===== config.mk =====
export PLATFORM = sky130hd
export DESIGN_NAME = rf_wb_arbiter
export DESIGN_NICKNAME = d
export VERILOG_FILES = /design/src/rtl/rf_wb_arbiter.sv
export SDC_FILE = /design/constraint.sdc
export NUM_CORES = 1
export LEC_CHECK = 0
export ABC_AREA = 1
export BUFFER_PORTS_ARGS = -buffer_cell sky130_fd_sc_hd__buf_4
export CELL_PAD_IN_SITES_DETAIL_PLACEMENT = 0
export CELL_PAD_IN_SITES_GLOBAL_PLACEMENT = 1
export CORE_MARGIN = 1
export CORE_UTILIZATION = 27
export DETAILED_ROUTE_END_ITERATION = 6
export PLACE_DENSITY = 0.85
export SYNTH_ARGS = -nofsm -noshare
export SYNTH_HDL_FRONTEND = slang
export SYNTH_SLANG_ARGS = --single-unit

===== constraint.sdc =====
create_clock -name CLK -period 1.05 [get_ports CLK]
set_input_delay 0.105 -clock CLK [delete_from_list [all_inputs] [get_ports CLK]]
set_output_delay 0.105 -clock CLK [all_outputs]
set_load 0.01 [all_outputs]

===== src/rtl/rf_wb_arbiter.sv =====
// Register-file writeback arbiter: round-robin between the ALU and the load unit,
// a one-deep registered write port and a per-register pending-write scoreboard.
module rf_wb_arbiter #(
  parameter int unsigned DATA_W = 8,
  parameter int unsigned ADDR_W = 3
) (
  input  logic                 CLK,
  input  logic                 reset,
  input  logic                 alu_valid,
  input  logic [ADDR_W-1:0]    alu_addr,
  input  logic [DATA_W-1:0]    alu_data,
  output logic                 alu_ready,
  input  logic                 mem_valid,
  input  logic [ADDR_W-1:0]    mem_addr,
  input  logic [DATA_W-1:0]    mem_data,
  output logic                 mem_ready,
  input  logic                 rsv_valid,
  input  logic [ADDR_W-1:0]    rsv_addr,
  output logic                 regWrite,
  output logic [ADDR_W-1:0]    writeAddr,
  output logic [DATA_W-1:0]    writeValue,
  output logic [2**ADDR_W-1:0] busy
);

  localparam int unsigned NumRegs = 2**ADDR_W;

  // High means the load unit wins the next tie; reset leaves it low so the ALU wins first.
  logic                 mem_prio_q, mem_prio_d;
  logic                 reg_write_q, reg_write_d;
  logic [ADDR_W-1:0]    write_addr_q, write_addr_d;
  logic [DATA_W-1:0]    write_value_q, write_value_d;
  logic [NumRegs-1:0]   busy_q, busy_d;

  logic                 xfer;
  logic [ADDR_W-1:0]    xfer_addr;
  logic [DATA_W-1:0]    xfer_data;

  // Grant: a lone requester wins outright, a tie goes to the priority holder.
  always_comb begin
    alu_ready = 1'b0;
    mem_ready = 1'b0;
    if (!reset) begin
      alu_ready = alu_valid && (!mem_valid || !mem_prio_q);
      mem_ready = mem_valid && (!alu_valid || mem_prio_q);
    end
  end

  // Select the accepted request and compute next state of pointer, write port and scoreboard.
  always_comb begin
    xfer          = alu_ready || mem_ready;
    xfer_addr     = mem_ready ? mem_addr : alu_addr;
    xfer_data     = mem_ready ? mem_data : alu_data;

    mem_prio_d    = mem_prio_q;
    reg_write_d   = 1'b0;
    write_addr_d  = write_addr_q;
    write_value_d = write_value_q;
    busy_d        = busy_q;

    if (xfer) begin
      mem_prio_d    = alu_ready;
      // Register 0 is hard-wired, so its write is swallowed but the port still loads.
      reg_write_d   = (xfer_addr != '0);
      write_addr_d  = xfer_addr;
      write_value_d = xfer_data;
      busy_d[xfer_addr] = 1'b0;
    end
    // Applied after the clear so a same-register reservation wins.
    if (rsv_valid && (rsv_addr != '0)) begin
      busy_d[rsv_addr] = 1'b1;
    end
    busy_d[0] = 1'b0;
  end

  // State update with synchronous reset that drops any pending write and all reservations.
  always_ff @(posedge CLK) begin
    if (reset) begin
      mem_prio_q    <= 1'b0;
      reg_write_q   <= 1'b0;
      write_addr_q  <= '0;
      write_value_q <= '0;
      busy_q        <= '0;
    end else begin
      mem_prio_q    <= mem_prio_d;
      reg_write_q   <= reg_write_d;
      write_addr_q  <= write_addr_d;
      write_value_q <= write_value_d;
      busy_q        <= busy_d;
    end
  end

  // Drive the registered outputs.
  always_comb begin
    regWrite   = reg_write_q;
    writeAddr  = write_addr_q;
    writeValue = write_value_q;
    busy       = busy_q;
  end

endmodule


### Word-level counts from Yosys, hierarchy flattened

Index checks and enable logic that the tools add are counted.

* register bits: 21
* bits of input ports: 30
* output and inout port bits: 22
* word-level logic and storage cells: 38

* $lt $le $gt $ge: 4
* muxes and demuxes: 10
* bitwise logic cells: 4
* reductions and logical operators: 14

Operator list (number)
* $mux 8: 3
* $and 8x8->8: 1
* $lt 3x4->1 const B: 2
* $not 8->8: 1
* $or 8x8->8: 1
* $demux 1 s3: 2
* $ge 3x1->1 const B: 2
* $reduce_bool 3->1: 2
* $logic_and 1x1->1: 5
* $mux 1: 4
* $logic_not 1->1: 3
* $logic_or 1x1->1: 3
* $mux 3: 1
* $reduce_or 2->1: 1
* $not 1->1: 1

### Depth between registers and ports, before layout

* depth after elaboration: 14
* mapped depth: 10
* gate-level depth less buffers: 10

### Worst setup path before layout

OpenSTA, ideal clock, no wires.

* path type: register to register
* start point: reg mem_prio_q
* end point: reg write_value_q[0] (netlist: writeValue[0])
* setup time: 0.116 ns
* data arrival time: 1.059 ns
* required time: 0.934 ns
* setup slack: -0.125 ns
* stages on the path, launching flop included: 10
* path buffers: 1
* path through: dfxtp_1 > inv_1 > nand2_2 > nand2_4 > buf_6 > clkinv_2 > nand2_1 > nand3_1 > o211ai_1 > inv_1

* elaborated cells between the ends (all ways): 9

RTL lines
* start: declaration: line 28 `logic mem_prio_q, mem_prio_d;`
* start signal: assignment: line 84 `mem_prio_q <= mem_prio_d;`
* $logic_or 1x1->1 (*): line 44 `mem_ready = mem_valid && (!alu_valid || mem_prio_q);`
* $logic_and 1x1->1 (*): line 44
* $mux 1 (*): line 42 `if (!reset) begin`
* via mem_ready: line 16 `output logic mem_ready,`
* $mux 8 or $logic_or 1x1->1 (tied branches): line 52, 50
* end signal: assignment: line 87 `write_value_q <= write_value_d;`
* end: declaration: line 31 `logic [DATA_W-1:0] write_value_q, write_value_d;`

Mark *: on every way through the listed nets, which the timed path passes. The rest lies on a longest branch.
A chain may end at the register's enable or synchronous reset.

### Worst setup path after layout

* start point: reg mem_prio_q
* end point: out mem_ready

* word-level cells in the longest chain between the ends: 3

Ends and longest elaborated chain (line)
* $logic_or 1x1->1: 44
* $logic_and 1x1->1: 44
* $mux 1: 42
* end: declaration: 16

No other way between the ends.

==> results.py <==
metrics = {
    "critical_path": {
        "critPathKind": "flop to primary output",
        "critical_path_peak_fanout": 8,
        "slowest_delay_ps": 340,
        "cp_num_buf_inv": 3,
        "cp.arrival_ps": 1050,
        "cpMostUsedCell": "nand2_8",
        "critPathSlowestCell": "dfxtp_2",
        "crit_chain": "inv_4 -> nand2_8 -> nand2_8 -> clkinv_8 -> buf_6",
        "required_ps": 940,
        "critPathTopFamily": "flip-flops",
        "reg2reg_slack_ps": -80,
        "cp-start-kind": "flop",
        "cp-end-kind": "primary output",
    },
    "clocking": {
        "cts_buffer_depth": 2,
        "htreeDepth": 1,
        "clock-sinks": 20,
        "root_buffer": "clkbuf_8",
        "tritoncts": "yes",
        "insertion_delay_ps": 260,
        "cts_buffers": 3,
        "ctsHoldBuffers": 0,
        "path_clk_slew_ps": 80,
    },
    "logic_synthesis": {
        "synthAdderAreaFrac": 0,
        "syn_area_um2": 1040,
        "yosysWarnings": 0,
        "synth.mux.area_fraction": 0,
        "synth_xor_area_frac": 0,
        "synth-simple-area-share": 0.353,
        "syn_avg_cell_area_um2": 6.86,
        "seq_area_frac_synth": 0.384,
        "ys_seq_elements": 20,
        "netlist_instances": 152,
        "synth_top_family_by_area": "simple AND/OR/NAND/NOR gates",
        "synth_compound_area_frac": 0.126,
        "synth_fp_nets": 182,
        "synth.distinct_cells": 24,
    },
    "detailed_routing": {
        "drc_errors": 0,
        "ant_nets": 0,
        "drt_pre_antenna_iters": 4,
        "num_vias": 1148,
        "post_drt_wl_per_cell_um": 10.6,
        "vias_per_cell": 4.42,
        "routed_wirelength_um": 2750,
        "drt_iter0_markers": 44,
    },
    "finish": {
        "final_common_cell": "buf_4",
        "antenna_cells": 0,
        "nets": 243,
        "area_growth_pct": 64.9,
        "postLayoutCellArea_um2": 1720,
        "drive_gt1_frac": 0.481,
        "most-common-layout-cells": "57 x buf_4, 31 x nand2_1, 19 x inv_1, 19 x dfxtp_1, 15 x nand2_2",
    },
    "grt": {
        "grt_usage": 0.149,
        "grt_first_pass_wirelength_um": 4740,
        "grt_max_degree": 21,
        "grt_pass1_vias": 1083,
        "antenna_found_initial": 0,
        "gr-total-overflow": 0,
    },
    "min_path": {
        "hold_path.class": "primary input to flop",
    },
    "die": {
        "die_h_um": 64.1,
        "die_area_um2": 4110,
        "ioPinCount": 52,
        "rows": 22,
        "start_util": 0.283,
        "coreArea_um2": 3690,
        "die_x_um": 64.1,
    },
    "sta": {
        "setup-violations-final": 20,
        "max_freq_ghz": 0.869,
        "period_minus_slack_ps": 1150,
        "rsz0062_at_grt": "true",
        "final-hold-violation-count": 0,
        "drv_slew": 0,
        "fin_setup_tns_ps": -1230,
        "timing.final.crit_share": 1.10,
        "skew_ps": 5.29,
        "final.setup.worst_slack_ps": -101,
    },
    "placement": {
        "dpl.hpwl_um": 1990,
        "io_buffers": 50,
        "gp_congestion": 0.709,
        "post_dp_cell_area_um2": 1510,
        "dpl_worst_slack_ps": -168,
    },
    "outcome": {
        "status": "finished with violations",
        "failed_checks": "setup timing",
    },
    "power_and_ir_drop": {
        "powerDensity_nw_per_um2": 1140,
        "peakVddDrop_v": 0.000621,
        "clkPwrFrac": 0.302,
        "swShare": 0.283,
        "power_w": 0.00195,
        "p_sw_w": 0.000552,
        "power_leakage_nw": 0.860,
        "comb_power_share": 0.270,
        "pwr-share-seq": 0.427,
        "power.internal_w": 0.00140,
    },
    "flow_run": {
        "maxCapViolations": 0,
    },
}
state kept, by name, indices dropped and copies added (netlist names):
register	flops
busy	7
mem_prio_q	1
regWrite	1
writeAddr	3
writeValue	8
metrics by stage:
step	std cells	hold slack, ps	util
floorplan	152	255	-
global placement	252	407	0.409
detailed placement	252	416	0.409
CTS	260	140	0.451
global route	260	148	0.466
finish	260	148	0.466
Yosys cell counts:
cell / instances / area, µm²
dfxtp_1: 20 / 400
nand2_4: 1 / 11.3
nand4_1: 7 / 43.8
a211oi_1: 1 / 7.51
clkinv_2: 1 / 5.00
a21oi_1: 7 / 35.0
buf_2: 2 / 10.0
nor2_2: 3 / 18.8
inv_1: 22 / 82.6
conb_1: 1 / 3.75
nand3b_1: 2 / 15.0
buf_6: 1 / 11.3
nand3_1: 12 / 60.1
o21ai_2: 1 / 8.76
inv_2: 3 / 11.3
nor2_4: 1 / 11.3
o211ai_1: 10 / 75.1
nor2_1: 3 / 11.3
nand2_2: 3 / 18.8
nor3_1: 1 / 5.00
nand2_1: 46 / 173
o21ai_0: 1 / 5.00
buf_4: 2 / 15.0
clkbuf_1: 1 / 3.75
cell families after synthesis:
logic type,after synthesis
compound gates,20
buf+inv,32
flops,20
other cells,1
simple gates,79
path summary, 6_finish.rpt:
| path | from | endpoint | cells past startpoint |
|---|---|---|---|
| min | rsv_addr[1] | busy[3] | 3 |
| min reg2reg | busy[4] | busy[4] | 2 |
| max reg2reg | mem_prio_q | busy[6] | 9 |
| max | mem_prio_q | mem_ready | 5 |
final cells by class:
| cell class | instances | area, µm² |
|---|---|---|
| well taps | 48 | 60.1 |
| repair inverters | 1 | 11.3 |
| fillers | 386 | 1970 |
| clock buffers | 4 | 55.1 |
| inverters | 26 | 113 |
| multi-input cells | 101 | 617 |
| repair buffers | 60 | 462 |
| flip-flops and latches | 20 | 402 |
routing by layer:
layer	track usage	part of all wire	vias up
met5	0	0	-
met4	0.0583	0.013	0
met3	0.0518	0.082	4
met2	0.235	0.43	43
met1	0.184	0.47	495
li1	-	-	606
worst min-delay path: stages:
cell	delay [ps]
buf_4	130
nand4_1	80
a21oi_1	60
repair_timing:
| item | in CTS | in global routing |
|---|---|---|
| buffers inserted | 2 | 0 |
| cloned | 2 | 0 |
| pin swaps | 7 | 2 |
| gates resized for setup | 21 | 15 |
| endpoints found under the setup margin | 21 | 21 |
power groups by stage:
stage	sequential, W	combinational (W)	clock [W]
after global routing	0.000841	0.000583	0.000659
after detailed placement	0.000851	0.000447	0
final	0.000835	0.000528	0.000590
after floorplan	0.000872	0.000201	0
after global placement	0.000851	0.000445	0
after CTS	0.000834	0.000499	0.000617
Power figures use the tool's default switching activity.
